## config.mk

```make
export PLATFORM = sky130hd
export DESIGN_NAME = mc_ctrl
export DESIGN_NICKNAME = d
export VERILOG_FILES = /design/src/rtl/mc_pkg.sv /design/src/rtl/mc_decode.sv /design/src/rtl/mc_ctrl.sv
export SDC_FILE = /design/constraint.sdc
export NUM_CORES = 1
export LEC_CHECK = 0
export ABC_AREA = 1
export CAP_MARGIN = 30
export CORE_MARGIN = 4
export CORE_UTILIZATION = 30
export DETAILED_ROUTE_END_ITERATION = 6
export PLACE_DENSITY = 0.62
export SLEW_MARGIN = 20
export SYNTH_ARGS = -nofsm -noshare
export SYNTH_HDL_FRONTEND = slang
export SYNTH_SLANG_ARGS = --single-unit
```

## constraint.sdc

```tcl
create_clock -name clk -period 2.36 [get_ports clk]
set_input_delay 0.236 -clock clk [delete_from_list [all_inputs] [get_ports clk]]
set_output_delay 0.236 -clock clk [all_outputs]
set_load 0.01 [all_outputs]
```

## src/rtl/mc_pkg.sv

```systemverilog
// mc_pkg: state codes, opcode/funct constants and datapath mux encodings
// shared by the multi-cycle controller and the datapath.
package mc_pkg;
   typedef enum logic [2:0] {
      S_FETCH = 3'd0, S_DECODE = 3'd1, S_EXE = 3'd2, S_MEM = 3'd3, S_WB = 3'd4
   } state_t;

   typedef enum logic [3:0] {
      C_ADDU, C_SUBU, C_ORI, C_LUI, C_LW, C_SW, C_BEQ, C_JAL, C_JR, C_NOP, C_ILL
   } cls_t;

   localparam logic [5:0] OP_R   = 6'h00;
   localparam logic [5:0] OP_ORI = 6'h0d;
   localparam logic [5:0] OP_LUI = 6'h0f;
   localparam logic [5:0] OP_LW  = 6'h23;
   localparam logic [5:0] OP_SW  = 6'h2b;
   localparam logic [5:0] OP_BEQ = 6'h04;
   localparam logic [5:0] OP_JAL = 6'h03;
   localparam logic [5:0] F_ADDU = 6'h21;
   localparam logic [5:0] F_SUBU = 6'h23;
   localparam logic [5:0] F_JR   = 6'h08;
   localparam logic [5:0] F_NOP  = 6'h00;

   localparam logic [1:0] RD_RT = 2'b00, RD_RD = 2'b01, RD_RA = 2'b10;
   localparam logic [1:0] WD_ALU = 2'b00, WD_DM = 2'b01, WD_PC = 2'b10;
   localparam logic [1:0] ALU_ADD = 2'b00, ALU_SUB = 2'b01, ALU_OR = 2'b10;
   localparam logic [1:0] EXT_ZERO = 2'b00, EXT_SIGN = 2'b01, EXT_LUI = 2'b10;
   localparam logic [1:0] PC_PLUS4 = 2'b00, PC_BR = 2'b01, PC_JAL = 2'b10, PC_RS = 2'b11;

   typedef struct packed {
      logic       pc_we;
      logic       ir_we;
      logic       grf_we;
      logic       dm_we;
      logic [1:0] reg_dst;
      logic [1:0] wd_sel;
      logic       alu_b_sel;
      logic [1:0] alu_op;
      logic [1:0] ext_op;
      logic [1:0] pc_src;
   } ctl_t;
endpackage

```

## src/rtl/mc_decode.sv

```systemverilog
// mc_decode: maps op/funct to an instruction class and flags undecodable encodings.
module mc_decode import mc_pkg::*; (
   input  logic [5:0] op,
   input  logic [5:0] funct,
   output cls_t       cls,
   output logic       ill
);
   always_comb begin
      cls = C_ILL;
      case (op)
         OP_R:    cls = funct == F_ADDU ? C_ADDU : funct == F_SUBU ? C_SUBU :
                        funct == F_JR ? C_JR : funct == F_NOP ? C_NOP : C_ILL;
         OP_ORI:  cls = C_ORI;
         OP_LUI:  cls = C_LUI;
         OP_LW:   cls = C_LW;
         OP_SW:   cls = C_SW;
         OP_BEQ:  cls = C_BEQ;
         OP_JAL:  cls = C_JAL;
         default: cls = C_ILL;
      endcase
   end
   assign ill = cls == C_ILL;
endmodule

```

## src/rtl/mc_ctrl.sv

```systemverilog
// mc_ctrl: multi-cycle FETCH/DECODE/EXE/MEM/WB controller for the shared MIPS datapath,
// with DM latency counter, retired-instruction counter and sticky illegal flag.
module mc_ctrl import mc_pkg::*; #(
   parameter int MEM_LAT = 1,
   parameter int CNT_W   = 32
) (
   input  logic             clk,
   input  logic             reset,
   input  logic [5:0]       op,
   input  logic [5:0]       funct,
   input  logic             zero,
   output logic             pc_we,
   output logic             ir_we,
   output logic             grf_we,
   output logic             dm_we,
   output logic [1:0]       reg_dst,
   output logic [1:0]       wd_sel,
   output logic             alu_b_sel,
   output logic [1:0]       alu_op,
   output logic [1:0]       ext_op,
   output logic [1:0]       pc_src,
   output logic [2:0]       state,
   output logic             illegal,
   output logic [CNT_W-1:0] instr_cnt
);
   state_t     st, st_n;
   logic [2:0] cnt;
   logic       last, retire, dec_ill;
   cls_t       cls;
   ctl_t       c;

   mc_decode u_dec (.op(op), .funct(funct), .cls(cls), .ill(dec_ill));

   assign last = cnt == 3'(MEM_LAT - 1);

   always_comb begin
      st_n   = S_FETCH;
      c      = '0;
      retire = 1'b0;
      case (st)
         S_FETCH: begin
            c.ir_we = 1'b1;
            c.pc_we = 1'b1;
            st_n    = S_DECODE;
         end
         S_DECODE: begin
            st_n   = cls == C_JAL ? S_WB : dec_ill ? S_FETCH : S_EXE;
            retire = dec_ill;
         end
         S_EXE: case (cls)
            C_ADDU, C_SUBU: begin
               c.alu_op = cls == C_SUBU ? ALU_SUB : ALU_ADD;
               st_n     = S_WB;
            end
            C_ORI, C_LUI: begin
               c.alu_b_sel = 1'b1;
               c.ext_op    = cls == C_LUI ? EXT_LUI : EXT_ZERO;
               c.alu_op    = ALU_OR;
               st_n        = S_WB;
            end
            C_LW, C_SW: begin
               c.alu_b_sel = 1'b1;
               c.ext_op    = EXT_SIGN;
               st_n        = S_MEM;
            end
            C_BEQ: begin
               c.alu_op = ALU_SUB;
               c.pc_we  = zero;
               c.pc_src = PC_BR;
               retire   = 1'b1;
            end
            C_JR: begin
               c.pc_we  = 1'b1;
               c.pc_src = PC_RS;
               retire   = 1'b1;
            end
            C_NOP:   retire = 1'b1;
            default: ;
         endcase
         S_MEM: begin
            c.alu_b_sel = 1'b1;
            c.ext_op    = EXT_SIGN;
            c.dm_we     = last && cls == C_SW;
            retire      = c.dm_we;
            st_n        = !last ? S_MEM : cls == C_SW ? S_FETCH : S_WB;
         end
         S_WB: begin
            retire = 1'b1;
            case (cls)
               C_ADDU, C_SUBU: begin
                  c.grf_we  = 1'b1;
                  c.reg_dst = RD_RD;
                  c.alu_op  = cls == C_SUBU ? ALU_SUB : ALU_ADD;
               end
               C_ORI, C_LUI: begin
                  c.grf_we    = 1'b1;
                  c.alu_b_sel = 1'b1;
                  c.ext_op    = cls == C_LUI ? EXT_LUI : EXT_ZERO;
                  c.alu_op    = ALU_OR;
               end
               C_LW: begin
                  c.grf_we = 1'b1;
                  c.wd_sel = WD_DM;
               end
               C_JAL: begin
                  c.grf_we  = 1'b1;
                  c.reg_dst = RD_RA;
                  c.wd_sel  = WD_PC;
                  c.pc_we   = 1'b1;
                  c.pc_src  = PC_JAL;
               end
               default: ;
            endcase
         end
         default: ;
      endcase
   end

   always_ff @(posedge clk or negedge reset)
      if (!reset) begin
         st        <= S_FETCH;
         cnt       <= '0;
         instr_cnt <= '0;
         illegal   <= 1'b0;
      end else begin
         st        <= st_n;
         cnt       <= (st == S_MEM && !last) ? cnt + 3'd1 : 3'd0;
         instr_cnt <= instr_cnt + CNT_W'(retire);
         illegal   <= illegal | (st == S_DECODE && dec_ill);
      end

   // reset low masks every strobe and select, not just the registered state
   assign {pc_we, ir_we, grf_we, dm_we, reg_dst, wd_sel, alu_b_sel, alu_op, ext_op, pc_src} =
      reset ? c : '0;
   assign state = st;
endmodule

```

# Word-level counts from Yosys, hierarchy flattened

Index checks and enable logic that the tools add are counted.

Bitwise logic cells: 1
Multiplexer cells: 39
Reduce and logical (&&, ||, !) cells: 16
Add/sub/neg operators: 2
Equality and inequality tests: 23

Operators with widths:

| kind                                                            | count |
|---|---|
| 32-bit by 1-bit adder with 32-bit output                        | 1 |
| 2-bit one-hot mux with 2 select lines                           | 7 |
| 4-bit one-hot mux with 7 select lines                           | 1 |
| 6-bit == test, second input constant                            | 4 |
| 6-bit by 4-bit == test with 1-bit output, second input constant | 3 |
| 4-bit by 3-bit == test with 1-bit output, second input constant | 4 |
| 4-bit two-way mux                                               | 4 |
| 15-bit two-way mux                                              | 1 |
| 4-bit == test, second input constant                            | 3 |
| 6-bit logical NOT                                               | 2 |
| 3-bit two-way mux                                               | 4 |
| 2-bit one-hot mux with 3 select lines                           | 2 |
| 3-bit one-hot mux with 4 select lines                           | 1 |
| 2-bit two-way mux                                               | 5 |
| 1-bit two-way mux                                               | 9 |
| 4-bit by 2-bit == test with 1-bit output, second input constant | 2 |
| 4-bit OR reduction                                              | 2 |
| 3-bit by 2-bit == test with 1-bit output, second input constant | 2 |
| 6-bit by 2-bit == test with 1-bit output, second input constant | 1 |
| 6-bit by 3-bit == test with 1-bit output, second input constant | 1 |
| 3-bit logical NOT                                               | 2 |
| 1-bit one-hot mux with 3 select lines                           | 2 |
| 3-bit one-hot mux with 2 select lines                           | 1 |
| 2-bit OR reduction                                              | 3 |
| other kinds (12)                                                | 14 |

Logic and storage cells: 85
Flip-flop bits (word level): 39

# Longest topological paths before layout

Depth in word-level cells: 11
Depth in mapped cells: 18

# Cells and area by module

From an unflattened synthesis, not the netlist that was laid out.

Cell total of the unflattened synthesis: 368
Area total of the unflattened synthesis: 2575.0 um^2

Modules (own cells, without submodules):

| module    | times used | cells each | area an instance (um^2) |
|---|---|---|---|
| mc_ctrl   | 1          | 320        | 2337.2 |
| mc_decode | 1          | 48         | 237.7 |

# Worst setup path before layout

OpenSTA, ideal clock, no wires.

Path kind: register -> register
Start: register st[0] (netlist: state[0])
End: register instr_cnt[30]
Path slack: 50 ps
Arrival time: 2189 ps
Stages on the path, launching flop included: 14
Data required time: 2239 ps
Cells stage by stage: dfrtp_1 nor3_4 inv_1 nor2_1 a21oi_1 nand3b_1 ha_1 ha_1 nand2_2 nor2_4 nand3_2 nor2_1 nand2_1 xor2_1

Cells in the longest elaborated chain, start to end: 3

RTL lines:

| what                                         | line           | source |
|---|---|---|
| from (decl)                                  | mc_ctrl.sv:26  | `state_t st, st_n;` |
| from (signal assigned)                       | mc_ctrl.sv:126 | `st <= st_n;` |
| 3-bit == test, or another cell as far along  | mc_ctrl.sv:40  | `case (st)` |
| 1-bit one-hot mux with 4 select lines (*)    | mc_ctrl.sv:40  |  |
| 32-bit by 1-bit adder with 32-bit output (*) | mc_ctrl.sv:128 | `instr_cnt <= instr_cnt + CNT_W'(retire);` |
| to (signal assigned)                         | mc_ctrl.sv:128 |  |
| to (decl)                                    | mc_ctrl.sv:24  | `output logic [CNT_W-1:0] instr_cnt` |

Mark *: on every way between the ends. The rest lies on a longest branch, timed or not.

# Worst setup path after layout

Start: register cnt[1]
End: register instr_cnt[18]

Cells in the longest elaborated chain, start to end: 4

RTL lines:

| what                                     | line           | source |
|---|---|---|
| from (decl)                              | mc_ctrl.sv:27  | `logic [2:0] cnt;` |
| from (signal assigned)                   | mc_ctrl.sv:127 | `cnt <= (st == S_MEM && !last) ? cnt + 3'd1 : 3'd0;` |
| 3-bit logical NOT                        | mc_ctrl.sv:34  | `assign last = cnt == 3'(MEM_LAT - 1);` |
| 1-bit logical AND                        | mc_ctrl.sv:83  | `c.dm_we = last && cls == C_SW;` |
| 1-bit one-hot mux with 4 select lines    | mc_ctrl.sv:40  |  |
| 32-bit by 1-bit adder with 32-bit output | mc_ctrl.sv:128 |  |

Every way passes these cells.

==> impl_metrics.csv <==
group,metric,value,unit
logic_synthesis,synth_cells,319,
logic_synthesis,synth_compound_area_share,2.58,%
grt,grt_pass1_vias,2492,
die,core,0.00826,mm2
routing,wirelength,7120,um
die,die_h,101,um
logic_synthesis,post_synth_num_cell_types,33,
job,cap_violations,0,
hold_path,hp-class,"primary input to async pin",
final_layout,regArea,977,um2
final_layout,multi_input_area,0.00145,mm2
logic_synthesis,seq_area_frac_synth,38.0,%
die,start_util,31.1,%
placement,hpwlAfterDp,5500,um
logic_synthesis,synthAdderAreaFrac,1.95,%
final_layout,layout_common_cells,"nand2_1 (52), buf_4 (43), inv_1 (40), clkdlybuf4s50_1 (40), dfrtp_1 (38)",
die,rows,33,
logic_synthesis,synth_top_family_by_area,"simple AND/OR/NAND/NOR gates",
worst_setup_path,crit_fanout,4,
logic_synthesis,syn_nets,338,
logic_synthesis,yosys.area_share.simple,38.7,%
clock_tree,clk_pin_slew,0.08,ns
power_and_ir_drop,power,2.05,mW
power_and_ir_drop,ir_drop,0.219,mV
clock_tree,cts.sinks,39,
logic_synthesis,ys_warn_count,0,
placement,dp.cells,524,
routing,vias,2467,
routing,vias_per_cell,4.57,
grt,grt_use_total,14.4,%
logic_synthesis,ys.flop_type,"dfrtp_1",
clock_tree,cts_hold_buf,0,
placement,port_buffers,65,
die,dieArea,0.0101,mm2
routing,drtPass1Iterations,4,
clock_tree,insertion_delay,0.30,ns
timing,fin_tns_setup,0,ns
timing,rsz0062_at_grt,"true",
clock_tree,cts-htree-levels,2,
placement,place_congestion,0.882,
worst_setup_path,worstPathRequired,2.54,ns
final_layout,fill_cells,803,
die,dieWidth,101,um
clock_tree,cts_tree,"yes",
routing,postRouteAntennaNets,0,
logic_synthesis,netlist_area,0.00257,mm2
final_layout,finalNetCount,453,
die,io_pins,66,
final_layout,fin_area,0.00385,mm2
timing,finalCritPeriodShare,96.3,%
routing,post_drt_wl_per_cell,13.2,um
grt,overflow,0,
logic_synthesis,synth_edf_count,0,
timing,min_period,2.27,ns
clock_tree,cts_inserted_buffers,5,
logic_synthesis,yosys-mux-area-fraction,0,%
final_layout,drive_gt1_share,28.0,%
grt,grt_max_degree,40,
grt,antenna_found_initial,0,
logic_synthesis,ys_seq_elements,39,
placement,dpl-instance-area,0.00361,mm2
power_and_ir_drop,p_per_area,532,mW/mm2
worst_setup_path,cp-end-kind,"flop",
timing,finalHoldViolations,0,
timing,final-setup-viol-count,0,
grt,grt_pass1_wl,11500,um
worst_setup_path,reg2reg_depth,16,
logic_synthesis,syn_area_per_cell,8.05,um2
final_layout,stdcell_count,540,
timing,fin_skew,0.00566,ns
worst_setup_path,critical_path_class,"flop to flop",
timing,timing.hold.ws,0.0424,ns
routing,drc,0,
timing,worst_slew_pin_slew,0.496,ns
timing,max_freq,440,MHz
timing,slew_viol_final,0,
logic_synthesis,async_flop_share,100,%
clock_tree,clockBufferDepth,2,
final_layout,layout_commonest_cell,"nand2_1",
final_layout,insertedDiodeCount,0,
outcome,outcome,"finished clean",
power_and_ir_drop,leakagePower,1.92,nW
routing,drtIter0Drc,50,
timing,slew_headroom,66.9,%
clock_tree,root_buffer,"clkbuf_8",
worst_setup_path,worstSetupStartpointType,"flop",
worst_setup_path,critical_path_arrival,2.46,ns
logic_synthesis,synth-xor-area-share,10.6,%
final_layout,syn2layout_area_growth,49.9,%
synth_stat cells (all sizes together) (2+ instances only):
cell	instances	area (um2)
a21oi	7	38.8
dfrtp	39	976
ha	4	50.1
inv	53	199
nand2	63	267
nand3	22	155
nand4	13	87.6
nor2	59	292
nor3	16	139
nor4	3	33.8
or2	2	12.5
xnor2	12	105
xor2	19	166
path summary, 6_finish.rpt:
kind | startpoint | slack [ns] | to
setup / recovery | cnt[1] | 0.09 | instr_cnt[18]
hold / removal | reset | 0.04 | instr_cnt[18]
setup reg to reg | cnt[1] | 0.09 | instr_cnt[18]
hold reg to reg | illegal | 0.47 | illegal
max in group asynchronous | reset | 1.94 | state[0]
min in group clk | illegal | 0.47 | illegal
metal layers:
| layer | vias up | share of wire [%] | GRT usage (%) |
|---|---|---|---|
| met1 | 1132 | 41 | 17.3 |
| met4 | 0 | 2.6 | 5.49 |
| met5 | - | 0 | 0 |
| li1 | 1243 | - | - |
| met2 | 80 | 49 | 24.5 |
| met3 | 12 | 6.5 | 3.88 |
through the flow:
stage / setup WS, ns / utilization [%]
finish: 0.0869 / 46.6
global route: -0.0612 / 46.6
CTS: 0.00549 / 44.9
detailed placement: -0.513 / 43.7
global placement: -0.417 / 43.7
floorplan: 0.0495 / -
cell type report:
cell class / count / share of cell area [%]
multi-input cells: 225 / 37.8
repair buffers: 109 / 26.0
flip-flops and latches: 39 / 25.4
inverters: 54 / 5.27
well taps: 105 / 3.41
clock buffers: 7 / 1.98
clock inverters: 1 / 0.130
registers in the layout (all words and copies together), names as in the netlist:
name,flops
cnt,3
illegal,1
state,3
instr_cnt,32
where the power goes:
part	leakage (nW)	total (mW)	internal (mW)	switching, mW
Clock	0.0422	0.444	0.208	0.237
Sequential	0.503	0.881	0.752	0.129
Combinational	1.37	0.720	0.367	0.353
logic make-up (layout without fill, tap and decap cells):
| family | after synthesis | in the layout |
|---|---|---|
| xor gates and xnor gates | 31 | 31 |
| buffers and inverters | 55 | 171 |
| AOI/OAI and AO/OA | 11 | 11 |
| adders and majority gates | 4 | 4 |
| DFF | 39 | 39 |
| and+or+nand+nor | 179 | 179 |
critical path: stages, from the launching register on:
cell and delay [ns]:
dfrtp_1 0.38, inv_1 0.06, ha_2 0.17, inv_2 0.04
nor2_4 0.10, inv_2 0.04, o31ai_1 0.16, nand3b_1 0.14
ha_2 0.20, ha_4 0.15, nand2_4 0.05, nor2_4 0.14
buf_12 0.13, nand3_4 0.07, inv_2 0.09, nand4_1 0.09
xnor2_1 0.15
timing repair:
action	in CTS	in global routing
pin swaps	7	19
gates resized for setup	22	27
buffers inserted	1	7
endpoints found under the setup margin	28	24
(Power assumes the default switching activity.)
